--- src/rtl/pong_game_sequencer_if.sv ---
// Pin-level control and datapath strobe bundle for the pong game sequencer.
// master = sequencer side, slave = stimulus/datapath side.
interface pong_game_sequencer_if;
  logic       start;
  logic       pause;
  logic       miss_left;
  logic       miss_right;
  logic       step;
  logic       serve;
  logic       serve_dir;
  logic [3:0] score_left;
  logic [3:0] score_right;
  logic [2:0] state;
  logic       winner;

  modport master (
    input  start, pause, miss_left, miss_right,
    output step, serve, serve_dir, score_left, score_right, state, winner
  );

  modport slave (
    output start, pause, miss_left, miss_right,
    input  step, serve, serve_dir, score_left, score_right, state, winner
  );
endinterface

--- src/rtl/pong_game_sequencer.sv ---
// Match controller for pong: divides clk into game ticks, sequences serve/play/point/
// game-over phases, keeps scores and issues one-cycle step/serve strobes to the datapath.
module pong_game_sequencer #(
  parameter logic [15:0] TICK_DIV    = 16'd50000,
  parameter logic [7:0]  SERVE_DELAY = 8'd60,
  parameter logic [7:0]  POINT_DELAY = 8'd30,
  parameter logic [3:0]  WIN_SCORE   = 4'd9
) (
  input logic                    clk,
  input logic                    rst,
  pong_game_sequencer_if.master  bus
);

  typedef enum logic [2:0] {
    S_IDLE      = 3'd0,
    S_SERVE     = 3'd1,
    S_PLAY      = 3'd2,
    S_POINT     = 3'd3,
    S_GAME_OVER = 3'd4
  } state_t;

  state_t      r_state;
  logic [15:0] r_tick_cnt;
  logic [7:0]  r_dly;
  logic        r_start_q;
  logic        r_step;
  logic        r_serve;
  logic        r_serve_dir;
  logic [3:0]  r_score_left;
  logic [3:0]  r_score_right;
  logic        r_winner;

  logic        w_tick;
  logic        w_start_rise;
  logic [3:0]  w_score_left_inc;
  logic [3:0]  w_score_right_inc;

  assign w_tick            = (r_tick_cnt == 16'(TICK_DIV - 16'd1));
  assign w_start_rise      = bus.start & ~r_start_q;
  assign w_score_left_inc  = 4'(r_score_left + 4'd1);
  assign w_score_right_inc = 4'(r_score_right + 4'd1);

  always_ff @(posedge clk or posedge rst) begin
    if (rst) begin
      r_state       <= S_IDLE;
      r_tick_cnt    <= 16'd0;
      r_dly         <= 8'd0;
      r_start_q     <= 1'b0;
      r_step        <= 1'b0;
      r_serve       <= 1'b0;
      r_serve_dir   <= 1'b0;
      r_score_left  <= 4'd0;
      r_score_right <= 4'd0;
      r_winner      <= 1'b0;
    end else begin
      r_step     <= 1'b0;
      r_serve    <= 1'b0;
      r_start_q  <= bus.start;
      // Free-running tick phase, never realigned by state changes
      r_tick_cnt <= w_tick ? 16'd0 : 16'(r_tick_cnt + 16'd1);

      case (r_state)
        S_IDLE, S_GAME_OVER: begin
          if (w_start_rise) begin
            r_score_left  <= 4'd0;
            r_score_right <= 4'd0;
            r_serve_dir   <= 1'b0;
            r_winner      <= 1'b0;
            r_dly         <= 8'd0;
            r_state       <= S_SERVE;
          end
        end
        S_SERVE: begin
          if (w_tick) begin
            if (r_dly == 8'(SERVE_DELAY - 8'd1)) begin
              r_serve <= 1'b1;
              r_dly   <= 8'd0;
              r_state <= S_PLAY;
            end else begin
              r_dly <= 8'(r_dly + 8'd1);
            end
          end
        end
        S_PLAY: begin
          // miss_left takes priority when both edges report a miss
          if (w_tick && !bus.pause) begin
            if (bus.miss_left) begin
              r_score_right <= w_score_right_inc;
              r_serve_dir   <= 1'b0;
              r_dly         <= 8'd0;
              if (w_score_right_inc == WIN_SCORE) begin
                r_winner <= 1'b1;
                r_state  <= S_GAME_OVER;
              end else begin
                r_state  <= S_POINT;
              end
            end else if (bus.miss_right) begin
              r_score_left <= w_score_left_inc;
              r_serve_dir  <= 1'b1;
              r_dly        <= 8'd0;
              if (w_score_left_inc == WIN_SCORE) begin
                r_winner <= 1'b0;
                r_state  <= S_GAME_OVER;
              end else begin
                r_state  <= S_POINT;
              end
            end else begin
              r_step <= 1'b1;
            end
          end
        end
        S_POINT: begin
          if (w_tick) begin
            if (r_dly == 8'(POINT_DELAY - 8'd1)) begin
              r_dly   <= 8'd0;
              r_state <= S_SERVE;
            end else begin
              r_dly <= 8'(r_dly + 8'd1);
            end
          end
        end
        default: begin
          r_dly   <= 8'd0;
          r_state <= S_IDLE;
        end
      endcase
    end
  end

  assign bus.step        = r_step;
  assign bus.serve       = r_serve;
  assign bus.serve_dir   = r_serve_dir;
  assign bus.score_left  = r_score_left;
  assign bus.score_right = r_score_right;
  assign bus.state       = 3'(r_state);
  assign bus.winner      = r_winner;

endmodule
--- src/flat_wrapper.sv ---
// flat-port wrapper written by rule: the top's interface ports become plain ports
module pong_game_sequencer_flat 
#(
  parameter logic [15:0] TICK_DIV    = 16'd50000,
  parameter logic [7:0]  SERVE_DELAY = 8'd60,
  parameter logic [7:0]  POINT_DELAY = 8'd30,
  parameter logic [3:0]  WIN_SCORE   = 4'd9
)
  (clk, rst, bus_start, bus_pause, bus_miss_left, bus_miss_right, bus_step, bus_serve, bus_serve_dir, bus_score_left, bus_score_right, bus_state, bus_winner);
  pong_game_sequencer_if bus_i ();
  input logic clk;
  input logic rst;
  input wire logic [$bits(bus_i.start)-1:0] bus_start;
  input wire logic [$bits(bus_i.pause)-1:0] bus_pause;
  input wire logic [$bits(bus_i.miss_left)-1:0] bus_miss_left;
  input wire logic [$bits(bus_i.miss_right)-1:0] bus_miss_right;
  output wire logic [$bits(bus_i.step)-1:0] bus_step;
  output wire logic [$bits(bus_i.serve)-1:0] bus_serve;
  output wire logic [$bits(bus_i.serve_dir)-1:0] bus_serve_dir;
  output wire logic [$bits(bus_i.score_left)-1:0] bus_score_left;
  output wire logic [$bits(bus_i.score_right)-1:0] bus_score_right;
  output wire logic [$bits(bus_i.state)-1:0] bus_state;
  output wire logic [$bits(bus_i.winner)-1:0] bus_winner;
  assign bus_i.start = bus_start;
  assign bus_i.pause = bus_pause;
  assign bus_i.miss_left = bus_miss_left;
  assign bus_i.miss_right = bus_miss_right;
  assign bus_step = bus_i.step;
  assign bus_serve = bus_i.serve;
  assign bus_serve_dir = bus_i.serve_dir;
  assign bus_score_left = bus_i.score_left;
  assign bus_score_right = bus_i.score_right;
  assign bus_state = bus_i.state;
  assign bus_winner = bus_i.winner;
  pong_game_sequencer #(.TICK_DIV(TICK_DIV), .SERVE_DELAY(SERVE_DELAY), .POINT_DELAY(POINT_DELAY), .WIN_SCORE(WIN_SCORE)) u_core (.clk(clk), .rst(rst), .bus(bus_i));
endmodule
--- config.mk ---
export PLATFORM = sky130hd
export DESIGN_NAME = pong_game_sequencer_flat
export DESIGN_NICKNAME = d
export VERILOG_FILES = /design/src/rtl/pong_game_sequencer_if.sv /design/src/rtl/pong_game_sequencer.sv /design/src/flat_wrapper.sv
export SDC_FILE = /design/constraint.sdc
export NUM_CORES = 1
export LEC_CHECK = 0
export CORE_MARGIN = 3
export CORE_UTILIZATION = 40
export CTS_CLUSTER_DIAMETER = 100
export DETAILED_ROUTE_END_ITERATION = 6
export SETUP_SLACK_MARGIN = 0.5
export SKIP_LAST_GASP = 1
export SLEW_MARGIN = 20
export SYNTH_ARGS = -nofsm -noshare
export SYNTH_HDL_FRONTEND = slang
export SYNTH_SLANG_ARGS = --single-unit
--- constraint.sdc ---
create_clock -name clk -period 6.2 [get_ports clk]
set_input_delay 0.93 -clock clk [delete_from_list [all_inputs] [get_ports clk]]
set_output_delay 0.93 -clock clk [all_outputs]
set_load 0.005 [all_outputs]
==> results.md <==
* Cell taking the most area after synthesis: dfrtp_1
* Final net count at between 200 and 300
* Synth async-reset ratio at 1.000
* # rows at 26
* Post-synth EDFFs at 0
* Area growth, synth to finish at 16.22%
* Top cell type's share of synthesized area at 0.4505
* Crit Path Max Fanout at 16
* Peak supply drop at between 90 and 100 µV
* Final ANT Viol Nets at 0
* CP Launch Type: flop
* Worst EP arrival at roughly 3 ns
* Period utilization at 0.4626
* WL final at around 4900 µm
* DR vias at roughly 1,800
* # diodes at 0
* Gr usage total at 0.1653
* Seq/Total Area, Yosys at 0.4505
* Die H at 80.54 µm
* Minimum clock period at between 2 and 3 ns
* Initial antenna violation count at 0
* Post-CTS Resized at 0
* Worst Path Required at approximately 6.4 ns
* Iteration-0 DRC count of the detailed router at between 50 and 60
* IO Port Bufs at 20
* Synth Net Count at roughly 240
* Starting Density at 0.4243
* FF+latch count, synth at 40
* Slew headroom at 0.4183
* Hold buffers post-CTS at 0
* Post-synthesis average cell area at a little under 10 µm²
* Netlist cell types at 56
* Top-level I/O count at 21
* Worst-path clk slew at around 0.08 ns
* Synth area leaders: dfrtp_1, ha_1, nand3_1, nor2_1, o21ai_0
* Core area at approximately 5200 µm²
* Setup TNS at 0 ns
* Hold Path Class: flop to flop
* Synth warnings at 0
* Final Setup Violations at 0
* RSZ-0062 raised after global routing: no
* Worst-Margin Slew at roughly 0.87 ns
* Max clock buf depth at 2
* Vias/cell at roughly 5.5
* CTS tree: done
* GP Congestion at 0.8148
* Layout cells sized above 1 at 0.08661
* Placed cell count at roughly 320
* H-tree levels at 2
* Post-synthesis instance total at 230
* Max Freq at approximately 0.35 GHz
* Clk_lat worst skew at roughly 0.29 ns
* Die width at 80.54 µm
* First-pass GRT wire length at 8286 µm
* Max-slew violations at 0
* CP endpoint kind: flop
* Vias in the first global route at 1,731
* Static leakage at between 0.001 and 0.0015 µW
* Kind of critical path: flop to flop
* Hpwl dp at ~3400 µm
* Max Cap Violations at 0
* Remaining design rule violation count at 0
* CTS root buf: clkbuf_8
* Status: completed
* Cell Count, Final, Fillers Out at ~320
* TritonRoute pass-1 iters at 4
* Clock Skews at a little over 0.009 ns
* Largest net degree at the start of global routing at 41
* Number of buffers created by CTS at 5
* Post-synth top cells: dfrtp_1, nor2_1, nand2_1, nand3_1, o21ai_0
* CTS sink cnt at 40
* WL/cell at between 15 and 20 µm
* Global route overflow at 0
* Top-count cell post-synth: dfrtp_1
* Layout filler cell count at 488
* Fin. Hold Viols at 0
* Most used DFF post-synth: dfrtp_1
* Post-CTS setup buffers at 0
* Cell Area, Synth at around 2200 µm²
* Pwr Density at between 150 and 200 nW/µm²
* Die area at 6486 µm²
-- metal layers --
metal  vias up  track usage  wire [µm]
met1       848       0.2120       2301
li1        889            -          -
met3         9      0.04260        185
met5         -            0          0
met4         0      0.06250         89
met2        28       0.2657       2307
-- cells by family after synthesis --
kind of cell,synth area share
simple gates,0.2562
compound gates,0.1543
buf+inv,0.02590
xor+xnor,0.05912
fa+ha+maj,0.03941
flops,0.4505
mux,0.01464
-- critical path, cell delays in order (launching register included) --
cell	delay [ns]
dfrtp_1	0.45
or4b_4	0.60
nor4_4	0.79
a32oi_1	0.51
o41ai_1	0.43
-- flip-flops by register name (all words and copies together), names as in the netlist --
name                    flops
u_core.bus.serve            1
u_core.bus.score_right      4
u_core.bus.state            3
u_core.bus.score_left       4
u_core.r_start_q            1
u_core.bus.winner           1
u_core.bus.step             1
u_core.r_dly                8
u_core.r_tick_cnt          16
u_core.bus.serve_dir        1
-- layout make-up --
| cell class | instances | area (µm²) | share of cell area |
|---|---|---|---|
| Clock buffer | 6 | 72.57 | 0.02810 |
| Tap cell | 70 | 87.58 | 0.03391 |
| Inverter | 10 | 37.54 | 0.01453 |
| Timing Repair Buffer | 22 | 215.2 | 0.08333 |
| Multi-Input combinational cell | 175 | 1164 | 0.4506 |
| Sequential cell | 40 | 1001 | 0.3876 |
| Clock inverter | 1 | 5.005 | 0.001938 |
-- final timing paths --
path,endpoint,slack [ns],cells after the start,from
max reg2reg,u_core.r_dly[1]$_DFFE_PP0P_,3.33,4,u_core.r_tick_cnt[11]$_DFF_PP0_
max in group asynchronous,u_core.r_dly[7]$_DFFE_PP0P_,4.78,3,rst
min,u_core.r_dly[7]$_DFFE_PP0P_,0.48,1,u_core.r_dly[7]$_DFFE_PP0P_
max,u_core.r_dly[1]$_DFFE_PP0P_,3.33,4,u_core.r_tick_cnt[11]$_DFF_PP0_
min in group asynchronous,u_core.r_tick_cnt[0]$_DFF_PP0_,1.07,3,rst
min reg2reg,u_core.r_dly[7]$_DFFE_PP0P_,0.48,1,u_core.r_dly[7]$_DFFE_PP0P_
-- layout by cell type, fill, tap and decap left out, types with 7 or more instances in the layout --
cell and n:
nand2_1 17, o21ai_0 15, dfrtp_1 40, ha_1 7
inv_1 10, nor2_1 20, a21oi_1 10, clkdlybuf4s50_1 20
nand3_1 17, xnor2_1 7, xor2_1 8
-- per-stage QoR --
step	setup slack [ns]	power, µW	area (µm²)	utilization	hold slack [ns]
floorplan	3.906	273.4	2222	-	0.4372
global placement	3.110	281.0	2505	0.4783	0.4624
detailed placement	3.071	281.3	2505	0.4783	0.4682
CTS	3.310	447.1	2582	0.4931	0.4833
global route	3.057	459.7	2582	0.4931	0.5250
finish	3.332	439.1	2582	0.4931	0.4816
-- power breakdown --
| group | internal (µW) | switching (µW) |
|---|---|---|
| combinational | 5.07 | 8.87 |
| clock | 76.6 | 87.0 |
| sequential | 261 | 0.371 |
| total | 343 | 96.2 |
(Power assumes the default switching activity.)
